[src/rtl/board_painter.sv]
// Paints the 4x4 tile board into the frame buffer once per start pulse, one
// pixel per accepted write, raster order over the 4*CELL square region.
module board_painter #(
  parameter int          X0           = 120,
  parameter int          Y0           = 40,
  parameter int          CELL         = 100,
  parameter int          BORDER       = 4,
  parameter logic [11:0] BORDER_COLOR = 12'hBBA
) (
  input  logic        dclk,
  input  logic        clr_n,
  input  logic        start,
  input  logic [63:0] board,
  output logic        busy,
  output logic        done,
  output logic        wr_valid,
  input  logic        wr_ready,
  output logic [18:0] wr_addr,
  output logic [11:0] wr_data,
  output logic [1:0]  state
);

  localparam int LW = $clog2(CELL);
  localparam logic [LW-1:0] LAST_L    = LW'(CELL - 1);
  localparam logic [LW-1:0] B_LO      = LW'(BORDER);
  localparam logic [LW-1:0] B_HI      = LW'(CELL - BORDER);
  localparam logic [18:0]   BASE      = 19'(Y0 * 640 + X0);
  localparam logic [18:0]   LINE_SKIP = 19'(640 - (4 * CELL - 1));

  typedef enum logic [1:0] {IDLE = 2'd0, PAINT = 2'd1, DONE = 2'd2} state_t;

  state_t        st;
  logic [63:0]   board_q;
  logic [1:0]    col, row;
  logic [LW-1:0] lx, ly;

  logic [1:0]    n_col, n_row;
  logic [LW-1:0] n_lx, n_ly;
  logic [63:0]   n_board;
  logic [3:0]    n_exp;
  logic [11:0]   n_color;
  logic          line_end, frame_end;

  function automatic logic [11:0] palette(input logic [3:0] e);
    case (e)
      4'd0:    return 12'hCCB;
      4'd1:    return 12'hEED;
      4'd2:    return 12'hEEC;
      4'd3:    return 12'hFB7;
      4'd4:    return 12'hF96;
      4'd5:    return 12'hF76;
      4'd6:    return 12'hF53;
      4'd7:    return 12'hEC7;
      4'd8:    return 12'hEC6;
      4'd9:    return 12'hEC5;
      4'd10:   return 12'hEC3;
      default: return 12'hEC2;
    endcase
  endfunction

  // Next-pixel counters and colour are computed here so the outputs can be
  // registered together with the counters on each handshake.
  always_comb begin
    line_end  = (col == 2'd3) && (lx == LAST_L);
    frame_end = line_end && (row == 2'd3) && (ly == LAST_L);
    n_col   = col;
    n_row   = row;
    n_lx    = lx;
    n_ly    = ly;
    n_board = board_q;
    if (st == IDLE) begin
      n_col   = '0;
      n_row   = '0;
      n_lx    = '0;
      n_ly    = '0;
      n_board = board;
    end else begin
      if (lx == LAST_L) begin
        n_lx  = '0;
        n_col = col + 2'd1;
      end else begin
        n_lx = lx + 1'b1;
      end
      if (line_end) begin
        if (ly == LAST_L) begin
          n_ly  = '0;
          n_row = row + 2'd1;
        end else begin
          n_ly = ly + 1'b1;
        end
      end
    end
    n_exp = n_board[{n_row, n_col, 2'b00} +: 4];
    if (n_lx < B_LO || n_lx >= B_HI || n_ly < B_LO || n_ly >= B_HI) begin
      n_color = BORDER_COLOR;
    end else begin
      n_color = palette(n_exp);
    end
  end

  always_ff @(posedge dclk or negedge clr_n) begin
    if (!clr_n) begin
      st       <= IDLE;
      board_q  <= '0;
      col      <= '0;
      row      <= '0;
      lx       <= '0;
      ly       <= '0;
      busy     <= 1'b0;
      done     <= 1'b0;
      wr_valid <= 1'b0;
      wr_addr  <= '0;
      wr_data  <= '0;
    end else begin
      case (st)
        IDLE: begin
          done <= 1'b0;
          if (start) begin
            board_q  <= board;
            col      <= n_col;
            row      <= n_row;
            lx       <= n_lx;
            ly       <= n_ly;
            wr_addr  <= BASE;
            wr_data  <= n_color;
            wr_valid <= 1'b1;
            busy     <= 1'b1;
            st       <= PAINT;
          end
        end
        PAINT: begin
          if (wr_ready) begin
            if (frame_end) begin
              wr_valid <= 1'b0;
              done     <= 1'b1;
              st       <= DONE;
            end else begin
              col     <= n_col;
              row     <= n_row;
              lx      <= n_lx;
              ly      <= n_ly;
              wr_addr <= line_end ? wr_addr + LINE_SKIP : wr_addr + 19'd1;
              wr_data <= n_color;
            end
          end
        end
        DONE: begin
          done <= 1'b0;
          busy <= 1'b0;
          st   <= IDLE;
        end
        default: st <= IDLE;
      endcase
    end
  end

  assign state = st;

endmodule

[config.mk]
export PLATFORM = sky130hd
export DESIGN_NAME = board_painter
export DESIGN_NICKNAME = d
export VERILOG_FILES = /design/src/rtl/board_painter.sv
export SDC_FILE = /design/constraint.sdc
export NUM_CORES = 1
export LEC_CHECK = 0
export CAP_MARGIN = 10
export CORE_MARGIN = 5
export CORE_UTILIZATION = 54
export CTS_CLUSTER_DIAMETER = 100
export CTS_CLUSTER_SIZE = 12
export DETAILED_ROUTE_END_ITERATION = 12
export GPL_TIMING_DRIVEN = 0
export HOLD_SLACK_MARGIN = 0.02
export PLACE_DENSITY = 0.81
export SYNTH_ARGS = -nofsm -noshare
export SYNTH_HDL_FRONTEND = slang
export SYNTH_SLANG_ARGS = --single-unit
[constraint.sdc]
create_clock -name dclk -period 3.5 [get_ports dclk]
set_clock_uncertainty 0.15 [all_clocks]
set_input_delay 0.35 -clock dclk [delete_from_list [all_inputs] [get_ports dclk]]
set_output_delay 0.35 -clock dclk [all_outputs]
set_load 0.02 [all_outputs]
==> flow_summary.json <==
{
  "status": "complete, no violations",
  "drive_gt1_share_pct": 13.5,
  "cp_data_arrival_time_ps": 3620,
  "dieWidth_um": 119,
  "gr-usage-met2_pct": 49.4,
  "fin_crit_sh_pct": 99.0,
  "die_h_um": 119,
  "synth_area_leaders": "dfrtp_1, nand2_1, o21ai_0, nand3_1, nor2_1",
  "initial_core_util_pct": 55.5,
  "grt-ovfl-total": 0,
  "cts.path.max_buffers": 2,
  "cp_cell_sequence": "ha_2 > nor3b_4 > nand2_2 > a21oi_4 > buf_8 > buf_4 > mux4_2 > a22oi_1 > nand2_1 > mux2i_1 > o32a_1",
  "path_depth": 11,
  "numClockSinks": 117,
  "num-fill-cells": 851,
  "hold_viol_final": 0,
  "first_global_vias": 6393,
  "post-route-min-period_ps": 3470,
  "cpLargestDelayFamily": "compound AO/OA/AOI/OAI gates",
  "synthAdderAreaFrac_pct": 1.96,
  "final_util_pct": 75.2,
  "path_buf_inv": 2,
  "p_leak_nw": 3.87,
  "yosys_warnings": 0,
  "cts_buffers": 17,
  "synth_top_cell_by_area": "dfrtp_1",
  "clock_latency_ps": 420,
  "endpoint_kind": "flop",
  "syn_inst": 761,
  "grt_first_pass_wirelength_um": 32000,
  "grtUsageMet1_pct": 34.8,
  "drtIter0Drc": 463,
  "syn-num-nets": 839,
  "reg2reg_to": "wr_data[1]$_DFFE_PN0P_",
  "p_per_area_mw_per_mm2": 570,
  "finalWeightedCongestion": 0.909,
  "clk_pin_slew_ps": 60,
  "cts_tree": "done",
  "r2r_cells": 11,
  "grt_util_met3_pct": 6.69,
  "synthArstFlopShare_pct": 100,
  "grtUsageTotal_pct": 28.6,
  "grt_max_degree": 72,
  "muxShareOfSynthArea_pct": 4.01,
  "ios": 104,
  "tightest_slew_ps": 626,
  "synth_top_family_by_area": "simple AND/OR/NAND/NOR gates",
  "peakVddDrop_v": 0.000437,
  "dieArea_mm2": 0.0141,
  "fmax_mhz": 289,
  "startpoint_type": "flop",
  "drc_errors": 0,
  "synth_compound_area_share_pct": 13.3,
  "whs_path_depth": 3,
  "hold_class": "primary input to flop",
  "area.growth.synth_to_final_pct": 35.5,
  "fin_setup_tns_ps": 0,
  "port_buffers": 103,
  "core_mm2": 0.0115,
  "synth_area_mm2": 0.00639,
  "worstHoldStart": "board[63]",
  "hold_ws_ps": 303,
  "cp.required_ps": 3650,
  "hold_end": "board_q[63]$_DFFE_PN0P_",
  "diodes": 0,
  "cp_slowest_stage_delay_ps": 460,
  "drtAntennaViolNets": 0,
  "synth_ff_type": "dfrtp_1",
  "busiest_layer": "met2",
  "synth_edf_count": 0,
  "layout_common_cells": "nand2_1, dfrtp_1, clkdlybuf4s50_1",
  "crit_type": "flop to flop",
  "nNetsFinal": 984,
  "synth_xor_area_share_pct": 2.19,
  "antenna_found_initial": 0,
  "synth_top_area_share_pct": 45.8,
  "r2r_slack_ps": 30,
  "via_count": 6334,
  "max_slew_margin_pct": 58.3,
  "ys_types": 75,
  "seq_area_frac_synth_pct": 45.8,
  "final-setup-viol-count": 0,
  "cp_slowest_cell": "a22oi_1",
  "drtPass1Iterations": 6,
  "p_total_mw": 4.93,
  "avgSynthCellArea_um2": 8.40,
  "wirelength_um": 20100,
  "ys_seq_elements": 117,
  "clock-root-buffer": "clkbuf_16",
  "crit_path_max_fanout": 6,
  "rows": 39,
  "slew_violations": 0,
  "avgViaCountPerCell": 5.97,
  "htree_levels": 4,
  "hpwl_um": 14200,
  "max_cap_violations": 0,
  "final_common_cell": "nand2_1",
  "synthSimpleGateAreaFrac_pct": 28.9,
  "wl_per_cell_um": 18.9,
  "r2r-start": "col[1]$_DFFE_PN0P_"
}
registers in the layout, summed over array words and instances (netlist names):
name / count
lx: 7
busy: 1
done: 1
board_q: 64
ly: 7
wr_valid: 1
wr_data: 11
row: 2
state: 2
col: 2
wr_addr: 19
timing repair:
item                       4_1_cts  5_1_grt
buffers inserted                 7       14
hold endpoints to repair        46        0
resized for setup               24       39
pin swaps                        4       13
hold buffers                     1        0
cloned                           0        1
setup endpoints to repair        9        9
through the flow:
step	worst slack (ps)	std cells	instance area, um2
6_report	35.0	1061	8660
5_1_grt	-9.92	1061	8660
4_1_cts	1.85	1047	8350
3_5_place_dp	-717	1008	7630
3_3_place_gp	-2390	1007	7600
2_1_floorplan	263	761	6390
layer usage:
layer	vias to the layer above	wire, um
met5	-	0
met4	0	629
met3	64	1140
met2	270	10200
met1	3092	8140
li1	2908	-
Yosys cell counts (all sizes together) (4+ instances only):
cell	number
xnor2	5
mux2i	14
and3	14
o31ai	7
a31oi	5
xor2	11
nor4	5
nor3	10
clkbuf	24
o21ai	48
a22oi	4
nand2b	4
a21oi	24
a311oi	4
nor2b	4
dfrtp	117
ha	10
nand2	260
nand3	37
inv	14
buf	19
mux2	4
nand4	12
nor2	50
layout make-up:
type	instances	area [um2]	share of cell area, %
clock inverter	9	78.8	0.910
inverter	14	52.6	0.607
clock buffer	22	474	5.48
buffer	42	223	2.57
multi-input combinational	587	3460	40.0
timing repair buffer	127	1260	14.6
sequential	117	2930	33.8
tap	143	179	2.07
kinds of logic after synthesis:
group,count (synthesis)
compound gates,129
fa+ha+maj,10
mux,21
buf+inv,57
flops,117
simple gates,411
xor+xnor,16
how the worst max path moves through the flow:
stage | from | endpoint
after floorplan | lx[0]$_DFFE_PN0P_ | wr_data[1]$_DFFE_PN0P_
final | col[1]$_DFFE_PN0P_ | wr_data[1]$_DFFE_PN0P_
after detailed placement | lx[0]$_DFFE_PN0P_ | wr_data[1]$_DFFE_PN0P_
after global routing | lx[1]$_DFFE_PN0P_ | wr_data[1]$_DFFE_PN0P_
after CTS | lx[0]$_DFFE_PN0P_ | wr_data[1]$_DFFE_PN0P_
after global placement | clr_n | board_q[57]$_DFFE_PN0P_
worst min-delay path, stage by stage:
cell	delay, ps
clkdlybuf4s50_1	390
nand2_1	60
nand2_1	40
report_power, final:
part | leakage (nW) | internal [mW] | switching (mW)
Sequential | 1.45 | 1.65 | 0.240
Clock | 0.272 | 1.02 | 0.616
Combinational | 2.14 | 0.601 | 0.802
No activity file was read; power rests on OpenSTA's default activity.
